### config.mk
export PLATFORM = sky130hd
export DESIGN_NAME = regfile_wb_arbiter_flat
export DESIGN_NICKNAME = d
export VERILOG_FILES = /design/src/rtl/regfile_wb_arbiter_if.sv /design/src/rtl/regfile_wb_arbiter.sv /design/src/flat_wrapper.sv
export SDC_FILE = /design/constraint.sdc
export NUM_CORES = 1
export LEC_CHECK = 0
export BUFFER_PORTS_ARGS = -buffer_cell sky130_fd_sc_hd__buf_2
export CAP_MARGIN = 25
export CORE_ASPECT_RATIO = 1.5
export CORE_MARGIN = 3
export CORE_UTILIZATION = 47
export DETAILED_ROUTE_END_ITERATION = 8
export PLACE_DENSITY = 0.73
export SETUP_SLACK_MARGIN = 0.3
export SYNTH_ARGS = -nofsm -noshare
export SYNTH_HDL_FRONTEND = slang
export SYNTH_SLANG_ARGS = --single-unit
### constraint.sdc
create_clock -name clk -period 2.1 [get_ports clk]
set_clock_uncertainty 0.05 [all_clocks]
set_input_delay 0.42 -clock clk [delete_from_list [all_inputs] [get_ports clk]]
set_output_delay 0.42 -clock clk [all_outputs]
set_load 0.005 [all_outputs]
### src/rtl/regfile_wb_arbiter_if.sv
// Writeback request and register-file write-port bundle.
// Slave side is the arbiter; master side drives the two sources.
interface regfile_wb_arbiter_if #(
  parameter int DATA_W = 16,
  parameter int ADR_W  = 3
);
  logic              req0_valid;
  logic [ADR_W-1:0]  req0_adr;
  logic [DATA_W-1:0] req0_data;
  logic              req0_ready;
  logic              req1_valid;
  logic [ADR_W-1:0]  req1_adr;
  logic [DATA_W-1:0] req1_data;
  logic              req1_ready;
  logic [ADR_W-1:0]  W_Adr;
  logic              we;
  logic [DATA_W-1:0] W;
  logic              grant1;
  logic              busy;

  modport slave (
    input  req0_valid, req0_adr, req0_data,
    input  req1_valid, req1_adr, req1_data,
    output req0_ready, req1_ready,
    output W_Adr, we, W, grant1, busy
  );

  modport master (
    output req0_valid, req0_adr, req0_data,
    output req1_valid, req1_adr, req1_data,
    input  req0_ready, req1_ready,
    input  W_Adr, we, W, grant1, busy
  );
endinterface

### src/rtl/regfile_wb_arbiter.sv
// Two-source writeback arbiter for the 8x16 register file write port.
// WB_ARB_RR_EN selects round-robin; otherwise source 0 has fixed priority.
module regfile_wb_arbiter #(
  parameter int DATA_W = 16,
  parameter int ADR_W  = 3
) (
  input logic clk,
  input logic reset,
  regfile_wb_arbiter_if.slave bus
);

  logic              full0_q, full0_d;
  logic              full1_q, full1_d;
  logic [ADR_W-1:0]  adr0_q, adr0_d;
  logic [ADR_W-1:0]  adr1_q, adr1_d;
  logic [DATA_W-1:0] data0_q, data0_d;
  logic [DATA_W-1:0] data1_q, data1_d;
  logic              we_q, we_d;
  logic [ADR_W-1:0]  w_adr_q, w_adr_d;
  logic [DATA_W-1:0] w_q, w_d;
  logic              grant1_q, grant1_d;
  logic              g0, g1;
  logic              acc0, acc1;
`ifdef WB_ARB_RR_EN
  logic              ptr_q, ptr_d;
`endif

  always_comb begin
    g0 = 1'b0;
    g1 = 1'b0;
`ifdef WB_ARB_RR_EN
    if (full0_q && full1_q) begin
      g0 = ~ptr_q;
      g1 = ptr_q;
    end else begin
      g0 = full0_q;
      g1 = full1_q;
    end
`else
    g0 = full0_q;
    g1 = full1_q & ~full0_q;
`endif
  end

  // A buffer being granted can take a new entry on the same edge.
  assign bus.req0_ready = ~full0_q | g0;
  assign bus.req1_ready = ~full1_q | g1;
  assign acc0 = bus.req0_valid & bus.req0_ready;
  assign acc1 = bus.req1_valid & bus.req1_ready;

  always_comb begin
    full0_d  = acc0 | (full0_q & ~g0);
    full1_d  = acc1 | (full1_q & ~g1);
    adr0_d   = acc0 ? bus.req0_adr  : adr0_q;
    data0_d  = acc0 ? bus.req0_data : data0_q;
    adr1_d   = acc1 ? bus.req1_adr  : adr1_q;
    data1_d  = acc1 ? bus.req1_data : data1_q;
    we_d     = g0 | g1;
    w_adr_d  = w_adr_q;
    w_d      = w_q;
    grant1_d = grant1_q;
    unique case (1'b1)
      g0: begin
        w_adr_d  = adr0_q;
        w_d      = data0_q;
        grant1_d = 1'b0;
      end
      g1: begin
        w_adr_d  = adr1_q;
        w_d      = data1_q;
        grant1_d = 1'b1;
      end
      default: ;
    endcase
  end

`ifdef WB_ARB_RR_EN
  always_comb begin
    ptr_d = ptr_q;
    if (g0) ptr_d = 1'b1;
    else if (g1) ptr_d = 1'b0;
  end

  always_ff @(posedge clk or posedge reset) begin
    if (reset) ptr_q <= 1'b0;
    else       ptr_q <= ptr_d;
  end
`endif

  always_ff @(posedge clk or posedge reset) begin
    if (reset) begin
      full0_q  <= 1'b0;
      full1_q  <= 1'b0;
      adr0_q   <= '0;
      adr1_q   <= '0;
      data0_q  <= '0;
      data1_q  <= '0;
      we_q     <= 1'b0;
      w_adr_q  <= '0;
      w_q      <= '0;
      grant1_q <= 1'b0;
    end else begin
      full0_q  <= full0_d;
      full1_q  <= full1_d;
      adr0_q   <= adr0_d;
      adr1_q   <= adr1_d;
      data0_q  <= data0_d;
      data1_q  <= data1_d;
      we_q     <= we_d;
      w_adr_q  <= w_adr_d;
      w_q      <= w_d;
      grant1_q <= grant1_d;
    end
  end

  assign bus.we     = we_q;
  assign bus.W_Adr  = w_adr_q;
  assign bus.W      = w_q;
  assign bus.grant1 = grant1_q;
  assign bus.busy   = full0_q | full1_q | we_q;

endmodule

### src/flat_wrapper.sv
// flat-port wrapper written by rule: the top's interface ports become plain ports
module regfile_wb_arbiter_flat 
#(
  parameter int DATA_W = 16,
  parameter int ADR_W  = 3
)
  (clk, reset, bus_req0_valid, bus_req0_adr, bus_req0_data, bus_req1_valid, bus_req1_adr, bus_req1_data, bus_req0_ready, bus_req1_ready, bus_W_Adr, bus_we, bus_W, bus_grant1, bus_busy);
  regfile_wb_arbiter_if #(.DATA_W(DATA_W), .ADR_W(ADR_W)) bus_i ();
  input logic clk;
  input logic reset;
  input wire logic [$bits(bus_i.req0_valid)-1:0] bus_req0_valid;
  input wire logic [$bits(bus_i.req0_adr)-1:0] bus_req0_adr;
  input wire logic [$bits(bus_i.req0_data)-1:0] bus_req0_data;
  input wire logic [$bits(bus_i.req1_valid)-1:0] bus_req1_valid;
  input wire logic [$bits(bus_i.req1_adr)-1:0] bus_req1_adr;
  input wire logic [$bits(bus_i.req1_data)-1:0] bus_req1_data;
  output wire logic [$bits(bus_i.req0_ready)-1:0] bus_req0_ready;
  output wire logic [$bits(bus_i.req1_ready)-1:0] bus_req1_ready;
  output wire logic [$bits(bus_i.W_Adr)-1:0] bus_W_Adr;
  output wire logic [$bits(bus_i.we)-1:0] bus_we;
  output wire logic [$bits(bus_i.W)-1:0] bus_W;
  output wire logic [$bits(bus_i.grant1)-1:0] bus_grant1;
  output wire logic [$bits(bus_i.busy)-1:0] bus_busy;
  assign bus_i.req0_valid = bus_req0_valid;
  assign bus_i.req0_adr = bus_req0_adr;
  assign bus_i.req0_data = bus_req0_data;
  assign bus_i.req1_valid = bus_req1_valid;
  assign bus_i.req1_adr = bus_req1_adr;
  assign bus_i.req1_data = bus_req1_data;
  assign bus_req0_ready = bus_i.req0_ready;
  assign bus_req1_ready = bus_i.req1_ready;
  assign bus_W_Adr = bus_i.W_Adr;
  assign bus_we = bus_i.we;
  assign bus_W = bus_i.W;
  assign bus_grant1 = bus_i.grant1;
  assign bus_busy = bus_i.busy;
  regfile_wb_arbiter #(.DATA_W(DATA_W), .ADR_W(ADR_W)) u_core (.clk(clk), .reset(reset), .bus(bus_i));
endmodule
# ---- Word level (Yosys, flattened, before mapping)
# Index checks and enable logic that the tools add are counted.
dict set report totals {
  ff_bits 61
  latchBits 0
  mem_bits_rw 0
  romBits 0
  output_inout_bits 24
  wordCells 25
  memories 0
}
dict set report op_classes {
  n_addsub 0
  mul 0
  div 0
  magnitude_cmp 0
  eq_ne 0
  shift 0
  n_mux 3
  n_bitwise 11
  n_reduce_logical 1
}
# operator count
set ops {}
lappend ops {{$pmux W16 S2} 1}
lappend ops {{$pmux W3 S2} 1}
lappend ops {{$or A1 B1 Y1} 5}
lappend ops {{$and A1 B1 Y1} 3}
lappend ops {{$not A1 Y1} 3}
lappend ops {{$pmux W1 S2} 1}
lappend ops {{$reduce_bool A2 Y1} 1}

# ---- Longest topological paths before layout
# Gate-level depths: netlist of the first run.
dict set report depth {
  depth_word 5
  ltp_mapped 5
}

# ---- Least setup slack after synthesis of the first run
# No wires, ideal clock.
dict set report synth_path {
  path_kind {register to register}
  from {register u_core.full0_q}
  to {register u_core.adr1_q[0]}
  setup_time_ps 125
  t_arrival_ps 1186
  required_time_ps 1925
  setup_slack_ps 739
  stages_incl_launch_ff 6
  n_path_buf 3
  period_less_slack_ps 1361
  cell_sequence {dfrtp_1 > buf_6 > a21boi_2 > buf_6 > buf_12 > mux2_4}
}
dict set report synth_via {
  elab_chain_len 4
}
# element line_no
set synth_lines {}
lappend synth_lines {{start: declaration} regfile_wb_arbiter.sv:12} ;# logic full0_q, full0_d;
lappend synth_lines {{start signal: assignment} regfile_wb_arbiter.sv:103} ;# full0_q <= full0_d;
lappend synth_lines {{$not A1 Y1} n/a}
lappend synth_lines {{$and A1 B1 Y1} regfile_wb_arbiter.sv:41} ;# g1 = full1_q & ~full0_q;
lappend synth_lines {{$or A1 B1 Y1} regfile_wb_arbiter.sv:47} ;# assign bus.req1_ready = ~full1_q | g1;
lappend synth_lines {{$and A1 B1 Y1} regfile_wb_arbiter.sv:49} ;# assign acc1 = bus.req1_valid & bus.req1_ready;
lappend synth_lines {{end signal: assignment} regfile_wb_arbiter.sv:106} ;# adr1_q <= adr1_d;
lappend synth_lines {{end: declaration} regfile_wb_arbiter.sv:15} ;# logic [ADR_W-1:0] adr1_q, adr1_d;
# No other way between the ends.
# A chain may end at the register's enable or synchronous reset.

# ---- Worst setup path in the final report of the first run
dict set report layout_path {
  from {register u_core.full1_q}
  to {output port bus_busy}
}
dict set report layout_via {
  elab_chain_len 2
}
# element line_no
set layout_lines {}
lappend layout_lines {{start: declaration} regfile_wb_arbiter.sv:13} ;# logic full1_q, full1_d;
lappend layout_lines {{start signal: assignment} regfile_wb_arbiter.sv:104} ;# full1_q <= full1_d;
lappend layout_lines {{$or A1 B1 Y1 (2 in series)} regfile_wb_arbiter.sv:120} ;# assign bus.busy = full0_q | full1_q | we_q;
lappend layout_lines {{end: declaration} flat_wrapper.sv:23} ;# output wire logic [$bits(bus_i.busy)-1:0] bus_busy;
# No other way between the ends.

==> qor.json, run 1 <==
{
  "die_h_um": 95.2,
  "max-clock-path-buffers": 2,
  "largest_net_degree_at_the_start_of_global_routing": 34,
  "cts_h_tree_lvls": 3,
  "worstPathArrival_ns": 1.24,
  "power.density_cell_area_mw_per_mm2": 924,
  "area_growth_pct": 24.5,
  "cts_tree": "built",
  "synthTopCellsByArea": "sky130_fd_sc_hd__dfrtp_1 (61%), sky130_fd_sc_hd__mux2_2 (13%), sky130_fd_sc_hd__mux2i_1 (7.6%), sky130_fd_sc_hd__mux2_4 (6.0%), sky130_fd_sc_hd__o21ai_0 (3.8%)",
  "place.detailed.hpwl_um": 3420,
  "synth_top_area_share_pct": 61.2,
  "path_clk_slew_ns": 0.06,
  "diodes": 0,
  "layout_setup_ws_ns": 0.389,
  "core_area_mm2": 0.00496,
  "fin_tns_setup_ns": 0,
  "syn_area_per_cell_um2": 14.0,
  "slowest_stage": "sky130_fd_sc_hd__dfrtp_2",
  "power_leakage_nw": 1.55,
  "place_area_mm2": 0.00288,
  "final_hold_viol_count": 0,
  "timing_worst_setup_path_type": "register to output pin",
  "yosysWarnings": 0,
  "run_status": "finished clean",
  "first_global_vias": 1704,
  "insertion_delay_ns": 0.33,
  "pre_cts_slack_ns": 0.556,
  "flip_flop_and_latch_count_after_synthesis": 61,
  "drt-wirelength-per-cell_um": 15.1,
  "timing.critical_path.to_type": "output pin",
  "clock.fmax_mhz": 585,
  "global_route.overflow_total": 0,
  "detail_route.first_pass.iterations": 4,
  "path_max_fanout": 3,
  "rsz0062_at_grt": "no",
  "initial_core_util_pct": 50.3,
  "post-route-cell-area_mm2": 0.00311,
  "clk_root_buffer_cell": "sky130_fd_sc_hd__clkbuf_8",
  "finalCritPeriodShare_pct": 81.5,
  "layout.cells.most_common": "sky130_fd_sc_hd__buf_2",
  "grt_antenna_before_repair": 0,
  "setup_viol": 0,
  "global_route_wire_length_before_repair_um": 8010,
  "hold_path_class": "input port to register",
  "pin_count": 66,
  "synth.net_count": 220,
  "vias_per_cell": 4.97,
  "cts-buffers-inserted": 9,
  "worst_ep_required_time_ns": 1.63,
  "nets": 292,
  "io_buffers": 64,
  "drv_cap": 0,
  "layout_min_cycle_time_ns": 1.71,
  "routed_wirelength_um": 4850,
  "worst-r2r-setup-slack_ns": 0.53,
  "postRouteAntennaNets": 0,
  "num_rows": 31,
  "fraction_of_final_layout_cells_with_drive_strength_greater_than_1_pct": 51.4,
  "worst_setup_path_start_kind": "register",
  "via_count": 1596,
  "maxSlewViolCount": 0,
  "final_cell_mix": "sky130_fd_sc_hd__buf_2 (64), sky130_fd_sc_hd__dfrtp_1 (60), sky130_fd_sc_hd__mux2_2 (28)",
  "max_stage_delay_ns": 0.42,
  "ir_drop_v": 0.000665,
  "die-width_um": 65.5,
  "syn_inst": 178,
  "initialDrtViolationCount": 66,
  "yosysSeqAreaShare_pct": 61.2,
  "routabilityCongestion": 0.767,
  "netlist-cell-type-count": 18,
  "cts_sinks": 61,
  "globalRouteTotalUtil_pct": 17.5,
  "synth_area_mm2": 0.00249,
  "design.die.area_mm2": 0.00624,
  "critical_path.cell_chain": "or3_1, buf_2",
  "post-synth-top-area-cell": "sky130_fd_sc_hd__dfrtp_1",
  "drc_errors": 0
}
==> synthesized netlist by cell type <==
library cell               number
sky130_fd_sc_hd__conb_1         1
sky130_fd_sc_hd__dfrtp_1       61
sky130_fd_sc_hd__mux2_2        28
sky130_fd_sc_hd__buf_2          2
sky130_fd_sc_hd__nand2b_1       1
sky130_fd_sc_hd__nor2_1         2
sky130_fd_sc_hd__buf_4          4
sky130_fd_sc_hd__buf_12         1
sky130_fd_sc_hd__inv_1          1
sky130_fd_sc_hd__o21ai_0       19
sky130_fd_sc_hd__buf_6          2
sky130_fd_sc_hd__clkbuf_1       4
sky130_fd_sc_hd__mux2i_1       19
sky130_fd_sc_hd__nand2_1       20
sky130_fd_sc_hd__mux2_4        10
sky130_fd_sc_hd__or2_2          1
sky130_fd_sc_hd__a21boi_2       1
sky130_fd_sc_hd__or3_1          1
==> cells by family (layout without fill, tap and decap cells) <==
kind of cell	Yosys count	in the layout	share of synthesized area (%)
other cells	1	1	0.150
buf+inv	14	91	4.06
simple gates	25	25	4.06
compound gates	20	20	4.26
flops	61	61	61.2
mux	57	57	26.3
==> path summary, 6_finish.rpt <==
path                                    from            endpoint  depth (start not counted)
setup / recovery              u_core.full1_q            bus_busy                          2
hold / removal                bus_req1_valid      u_core.full1_q                          2
setup reg to reg              u_core.full1_q  u_core.data1_q[14]                          4
hold reg to reg            u_core.data0_q[5]     u_core.bus.W[5]                          2
max in group asynchronous              reset     u_core.bus.W[7]                          4
min in group asynchronous              reset  u_core.data1_q[11]                          3
==> final cells by class <==
type                    instances  area [µm²]
fillers                       447        1860
flip-flops and latches         61        1530
multi-input cells             103         867
repair buffers                 74         410
clock buffers                  12         165
well taps                      66        82.6
clock inverters                 4        45.0
inverters                       1        7.51
==> worst max-delay path: cells and delay by family (launching register included) <==
kind	cells	cell delay, ns
flops	1	0.42
simple gates	1	0.36
buf+inv	1	0.13
==> report_power, final <==
group | switching, mW | internal [mW] | total, mW
sequential | 0.0814 | 1.32 | 1.41
clock | 0.435 | 0.639 | 1.07
combinational | 0.164 | 0.226 | 0.390
==> sequential cells by signal, summed over array words and instances (netlist names) <==
name and flops:
u_core.adr1_q 3, u_core.bus.grant1 1, u_core.full1_q 1, u_core.adr0_q 3, u_core.bus.we 1, u_core.full0_q 1
u_core.data0_q 16, u_core.data1_q 16, u_core.bus.W_Adr 3, u_core.bus.W 16
==> routing by layer <==
metal  GRT usage, %  share of wire, %  vias up
li1               -                 -      756
met1           22.0                43      792
met2           27.5                51       43
met3           5.78               4.8        5
met4           7.44              0.95        0
met5              0                 0        -
==> through the flow <==
| stage | hold slack, ns | instances | power, mW | util [%] |
|---|---|---|---|---|
| after CTS | 0.247 | 321 | 2.90 | 62.6 |
| after detailed placement | 0.351 | 303 | 1.82 | 57.9 |
| after floorplan | 0.396 | 178 | 1.66 | - |
| after global routing | 0.251 | 321 | 3.02 | 62.6 |
| after global placement | 0.354 | 303 | 1.80 | 57.9 |
| final | 0.257 | 321 | 2.87 | 62.6 |
==> timing repair <==
action | CTS | global route
endpoints found under the setup margin | 2 | 0
hold buffers | 1 | 0
buffers inserted | 1 | 0
resized for setup | 1 | 0
hold endpoints to repair | 11 | 0
Note: power is estimated with default switching activity, not from simulation.
==> run 2: changes to the inputs <==
--- a/config.mk
+++ b/config.mk
@@ -5,13 +5,14 @@
 export SDC_FILE = /design/constraint.sdc
 export NUM_CORES = 1
 export LEC_CHECK = 0
+export ABC_AREA = 1
 export BUFFER_PORTS_ARGS = -buffer_cell sky130_fd_sc_hd__buf_2
 export CAP_MARGIN = 25
 export CORE_ASPECT_RATIO = 1.5
 export CORE_MARGIN = 3
-export CORE_UTILIZATION = 47
+export CORE_UTILIZATION = 52
 export DETAILED_ROUTE_END_ITERATION = 8
-export PLACE_DENSITY = 0.73
+export PLACE_DENSITY = 0.77
 export SETUP_SLACK_MARGIN = 0.3
 export SYNTH_ARGS = -nofsm -noshare
 export SYNTH_HDL_FRONTEND = slang
==> constraint.sdc (replaced) <==
create_clock -name clk -period 1.72 [get_ports clk]
set_clock_uncertainty 0.05 [all_clocks]
set_input_delay 0.344 -clock clk [delete_from_list [all_inputs] [get_ports clk]]
set_output_delay 0.344 -clock clk [all_outputs]
set_load 0.005 [all_outputs]
==> qor.json, run 2 <==
{
  "run_status": "finished clean",
  "power.density_cell_area_mw_per_mm2": 1050,
  "largest_net_degree_at_the_start_of_global_routing": 62,
  "detail_route.first_pass.iterations": 4,
  "rr_startpoint": "u_core.full1_q",
  "synth.net_count": 323,
  "global_route.overflow_total": 0,
  "postRouteAntennaNets": 0,
  "fraction_of_final_layout_cells_with_drive_strength_greater_than_1_pct": 26.2,
  "timing.slew.headroom_pct": 65.8,
  "globalRouteTotalUtil_pct": 20.9,
  "number_of_fill_cells_in_the_layout": 419,
  "cts_sinks": 61,
  "met1Wirelength_um": 2320,
  "synth-adder-area-share_pct": 0,
  "number_of_synthesized_flops_with_an_enable_pin": 0,
  "layout_min_cycle_time_ns": 1.46,
  "max-clock-path-buffers": 2,
  "routed_wirelength_um": 5230,
  "post-synth-top-area-cell": "sky130_fd_sc_hd__dfrtp_1",
  "synth_xor_xnor_area_share_pct": 0,
  "diodes": 0,
  "dominant_combinational_cell_family_by_area_after_synthesis": "simple AND/OR/NAND/NOR gates",
  "syn_area_per_cell_um2": 8.87,
  "area_growth_pct": 22.5,
  "clk_root_buffer_cell": "sky130_fd_sc_hd__clkbuf_8",
  "layout.cells.most_common": "sky130_fd_sc_hd__nand2_1",
  "initialDrtViolationCount": 177,
  "wl_met2_um": 2580,
  "synth_most_common_cell": "sky130_fd_sc_hd__nand2_1",
  "worst-r2r-setup-slack_ns": 0.43,
  "insertion_delay_ns": 0.33,
  "rsz0062_at_grt": "yes",
  "crit_start": "u_core.full1_q",
  "design_power_total_mw": 3.19,
  "final_cell_mix": "sky130_fd_sc_hd__nand2_1 (97), sky130_fd_sc_hd__buf_2 (64), sky130_fd_sc_hd__dfrtp_1 (59)",
  "cts_h_tree_lvls": 3,
  "flip_flop_and_latch_count_after_synthesis": 61,
  "power_leakage_nw": 1.65,
  "synth-async-reset-ratio_pct": 100,
  "hold-worst-slack_ns": 0.0363,
  "place.detailed.hpwl_um": 3660,
  "synth_mux_area_share_pct": 0,
  "die_h_um": 90.8,
  "synth_area_mm2": 0.00249,
  "global_route_wire_length_before_repair_um": 9250,
  "worst_ep_required_time_ns": 1.33,
  "core_area_mm2": 0.00458,
  "initial_core_util_pct": 54.4,
  "clock.fmax_mhz": 683,
  "drt-wirelength-per-cell_um": 12.6,
  "path_clk_slew_ns": 0.07,
  "cts-buffers-inserted": 9,
  "synth.cells.most_frequent": "sky130_fd_sc_hd__nand2_1 (97), sky130_fd_sc_hd__dfrtp_1 (61), sky130_fd_sc_hd__nand3_1 (57)",
  "highest-signal-layer": "met4",
  "post_synth_and_or_nand_nor_area_fraction_pct": 26.9,
  "fin_tns_setup_ns": 0,
  "synth_top_area_share_pct": 61.2,
  "setup_viol": 0,
  "timing.critical_path.to_type": "output pin",
  "wl_met3_um": 275,
  "path_max_fanout": 3,
  "drc_errors": 0,
  "design.die.area_mm2": 0.00568,
  "via_count": 2007,
  "finalCritPeriodShare_pct": 85.1,
  "yosysSeqAreaShare_pct": 61.2,
  "worst_setup_path_start_kind": "register",
  "first_global_vias": 1923,
  "r2r.worst_path.cells": 5,
  "grt_antenna_before_repair": 0,
  "postCtsHoldBufs": 0,
  "maxSlewViolCount": 0,
  "synth_compound_gate_area_share_pct": 4.12,
  "io_buffers": 64,
  "ys_dominant_reg_cell": "sky130_fd_sc_hd__dfrtp_1",
  "drv_cap": 0,
  "worstPathArrival_ns": 1.07,
  "netlist-cell-type-count": 13,
  "die-width_um": 62.5,
  "final_hold_viol_count": 0,
  "num_rows": 30,
  "routabilityCongestion": 0.795,
  "yosysWarnings": 0,
  "rr_endpoint": "u_core.bus.W[15]",
  "synthTopCellsByArea": "sky130_fd_sc_hd__dfrtp_1 (61%), sky130_fd_sc_hd__nand2_1 (15%), sky130_fd_sc_hd__nand3_1 (11%), sky130_fd_sc_hd__o21ai_0 (3.8%), sky130_fd_sc_hd__inv_1 (3.6%)",
  "ir_drop_v": 0.000496,
  "slew_at_the_pin_with_the_worst_max_slew_slack_ns": 0.512,
  "nets": 388,
  "pin_count": 66,
  "syn_inst": 281,
  "hold_path_class": "input port to async pin",
  "crit_path_end": "bus_busy",
  "vias_per_cell": 4.84,
  "timing_worst_setup_path_type": "register to output pin",
  "cts_tree": "built"
}
==> run 2: cells by family (layout without fill, tap and decap cells) <==
logic type / after synthesis / after routing
AOI/OAI and AO/OA: 20 / 20
buffers and inverters: 42 / 112
DFF: 61 / 61
other: 1 / 1
and+or+nand+nor: 157 / 157
==> run 2: per-stage QoR <==
stage               worst slack (ns)  instances  utilization (%)  instance area [µm²]
global route                   0.206        415             66.7                 3050
finish                         0.256        415             66.7                 3050
global placement               0.424        396             62.2                 2850
floorplan                      0.531        281                -                 2500
CTS                            0.239        415             66.6                 3050
detailed placement             0.380        396             62.2                 2850
==> run 2: how the worst min path moves through the flow <==
stage	start	endpoint	cells past startpoint
CTS	reset	u_core.bus.W[3]	3
floorplan	bus_req0_valid	u_core.full0_q	0
detailed placement	reset	u_core.data1_q[5]	3
finish	reset	u_core.bus.W_Adr[1]	3
global route	reset	u_core.data1_q[4]	3
global placement	reset	u_core.data1_q[5]	3
==> run 2: area by class of cell <==
class	instances	area [µm²]	area share, %
flip-flops and latches	61	1530	50.1
multi-input cells	178	790	25.9
repair buffers	72	393	12.9
clock buffers	12	145	4.75
inverters	24	93.8	3.07
well taps	64	80.1	2.62
clock inverters	4	23.8	0.778
==> run 2: power breakdown <==
group / total [mW] / switching [mW] / internal (mW)
clock network: 1.09 / 0.529 / 0.557
registers: 1.70 / 0.102 / 1.60
logic: 0.407 / 0.228 / 0.179
total: 3.19 / 0.858 / 2.34
==> run 2: per-layer routing <==
layer / global-route usage (%) / vias to the layer above
li1: - / 1017
met2: 31.8 / 56
met4: 10.7 / 0
met1: 27.8 / 930
met3: 4.98 / 4
met5: 0 / -
==> run 2: worst max-delay path, stage by stage (launching register included) <==
cell and delay [ns]:
sky130_fd_sc_hd__dfrtp_2 0.45, sky130_fd_sc_hd__nor2_4 0.12, sky130_fd_sc_hd__nand2_1 0.05, sky130_fd_sc_hd__buf_2 0.12
==> run 2: what timing repair did <==
item                       4_1_cts  5_1_grt
buffers inserted                 3        0
pin swaps                        1        0
setup endpoints to repair        2        1
resized for setup                4        1
==> run 3: changes to the inputs <==
--- a/config.mk
+++ b/config.mk
@@ -14,6 +14,7 @@
 export DETAILED_ROUTE_END_ITERATION = 8
 export PLACE_DENSITY = 0.77
 export SETUP_SLACK_MARGIN = 0.3
+export SLEW_MARGIN = 20
 export SYNTH_ARGS = -nofsm -noshare
 export SYNTH_HDL_FRONTEND = slang
 export SYNTH_SLANG_ARGS = --single-unit
==> constraint.sdc (replaced) <==
create_clock -name clk -period 1.5 [get_ports clk]
set_clock_uncertainty 0.05 [all_clocks]
set_input_delay 0.3 -clock clk [delete_from_list [all_inputs] [get_ports clk]]
set_output_delay 0.3 -clock clk [all_outputs]
set_load 0.005 [all_outputs]
==> qor.json, run 3 (synthesized netlist as in run 2, its figures left out) <==
{
  "finalCritPeriodShare_pct": 95.2,
  "place.detailed.hpwl_um": 3870,
  "internal_power_mw": 2.67,
  "p_comb_share_pct": 15.0,
  "rsz0062_at_grt": "yes",
  "insertion_delay_ns": 0.33,
  "largest_net_degree_at_the_start_of_global_routing": 49,
  "worstPathArrival_ns": 1.08,
  "maxSlewViolCount": 0,
  "path_clk_slew_ns": 0.06,
  "first_global_vias": 2057,
  "critical_path.cell_chain": "nor2_4, nand2_1, buf_2",
  "timing.critical_path.max_delay_family": "flip-flops",
  "timing.slew.headroom_pct": 66.4,
  "worst_setup_path_start_kind": "register",
  "num_rows": 30,
  "power_frac_clock_pct": 31.2,
  "timing_worst_setup_path_type": "register to output pin",
  "setup_viol": 0,
  "layout_setup_ws_ns": 0.0720,
  "ir_drop_v": 0.000647,
  "fraction_of_final_layout_cells_with_drive_strength_greater_than_1_pct": 28.8,
  "final_hold_viol_count": 0,
  "timing.critical_path.to_type": "output pin",
  "initialDrtViolationCount": 118,
  "max_stage_delay_ns": 0.45,
  "global_route_wire_length_before_repair_um": 9540,
  "drc_errors": 0,
  "diodes": 0,
  "path_max_fanout": 3,
  "layout_min_cycle_time_ns": 1.43,
  "cts_sinks": 61,
  "io_buffers": 64,
  "switching_share_pct": 26.9,
  "nets": 403,
  "area_growth_pct": 27.5,
  "max-clock-path-buffers": 2,
  "routed_wirelength_um": 5800,
  "clk_root_buffer_cell": "sky130_fd_sc_hd__clkbuf_8",
  "core_area_mm2": 0.00458,
  "power_leakage_nw": 1.70,
  "cts_h_tree_lvls": 3,
  "final_cell_mix": "sky130_fd_sc_hd__nand2_1 (97), sky130_fd_sc_hd__buf_2 (64), sky130_fd_sc_hd__dfrtp_1 (59)",
  "clock.fmax_mhz": 700,
  "detail_route.first_pass.iterations": 4,
  "cts-buffers-inserted": 9,
  "drt-wirelength-per-cell_um": 13.5,
  "pre_cts_slack_ns": 0.260,
  "die-width_um": 62.5,
  "fin_tns_setup_ns": 0,
  "global_route.overflow_total": 0,
  "die_h_um": 90.8,
  "cts_tree": "built",
  "layout.cells.most_common": "sky130_fd_sc_hd__nand2_1",
  "via_count": 2131,
  "globalRouteTotalUtil_pct": 21.4,
  "grt_antenna_before_repair": 0,
  "power.density_cell_area_mw_per_mm2": 1150,
  "vias_per_cell": 4.98,
  "postRouteAntennaNets": 0,
  "timing.critical_path.buf_inv": 1,
  "run_status": "finished clean",
  "drv_cap": 0,
  "worst_ep_required_time_ns": 1.15,
  "initial_core_util_pct": 54.4,
  "design.die.area_mm2": 0.00568,
  "pwr-share-seq_pct": 53.8,
  "routabilityCongestion": 0.796,
  "slowest_stage": "sky130_fd_sc_hd__dfrtp_2",
  "pin_count": 66,
  "slew_at_the_pin_with_the_worst_max_slew_slack_ns": 0.505,
  "power.net_switching_mw": 0.983,
  "hold_path_class": "input port to register"
}
run 3: final cells by class:
class                           count  area (µm²)
Timing Repair Buffer               85         512
Sequential cell                    61        1530
Fill cell                         382        1400
Multi-Input combinational cell    178         798
Timing Repair inverter              2        15.0
Inverter                           24        97.6
Clock buffer                       11         131
Tap cell                           64        80.1
Clock inverter                      3        15.0
run 3: routing by layer:
| metal | share of wire [%] | track usage, % | vias up |
|---|---|---|---|
| met3 | 5.7 | 5.73 | 10 |
| met2 | 51 | 34.1 | 71 |
| met5 | 0 | 0 | - |
| met4 | 1.8 | 9.02 | 0 |
| met1 | 42 | 27.5 | 1005 |
| li1 | - | - | 1045 |
run 3: worst min-delay path, delay by kind of cell:
| kind | cells | cell delay [ns] |
|---|---|---|
| buffers and inverters | 1 | 0.07 |
| AO/OA/AOI/OAI | 1 | 0.05 |
| AND/OR/NAND/NOR | 1 | 0.04 |
run 3: power groups by stage:
stage	clock network, mW	logic (mW)	registers, mW
after floorplan	0	0.274	1.95
after global placement	0	0.451	1.98
after detailed placement	0	0.470	1.98
after CTS	1.16	0.501	1.96
after global routing	1.24	0.626	1.98
final	1.14	0.549	1.96
run 3: final timing paths:
check                                  start           endpoint  slack [ns]  depth (start not counted)
max                           u_core.full1_q           bus_busy        0.07                          3
min                         bus_req0_data[8]  u_core.data0_q[8]        0.12                          3
max reg2reg                   u_core.full0_q   u_core.bus.W[13]        0.36                          4
min reg2reg                u_core.data1_q[3]  u_core.data1_q[3]        0.43                          2
max in group asynchronous              reset     u_core.full1_q        0.41                          4
min in group asynchronous              reset    u_core.bus.W[2]        0.44                          3
run 3: metrics by stage:
| step | util, % | hold slack (ns) | instance area, µm² | std cells | total power [mW] |
|---|---|---|---|---|---|
| floorplan | - | 0.281 | 2500 | 281 | 2.22 |
| global placement | 62.3 | 0.234 | 2860 | 397 | 2.43 |
| detailed placement | 62.3 | 0.240 | 2860 | 397 | 2.45 |
| CTS | 67.0 | 0.115 | 3070 | 418 | 3.62 |
| global route | 69.4 | 0.126 | 3180 | 428 | 3.84 |
| finish | 69.4 | 0.121 | 3180 | 428 | 3.65 |
run 3: repair_timing:
item,in CTS,in global routing
gates resized for setup,4,10
hold buffers,1,0
pin swaps,2,1
endpoints found under the setup margin,36,62
endpoints found under the hold margin,13,0
gates cloned,0,2
buffers inserted,6,8
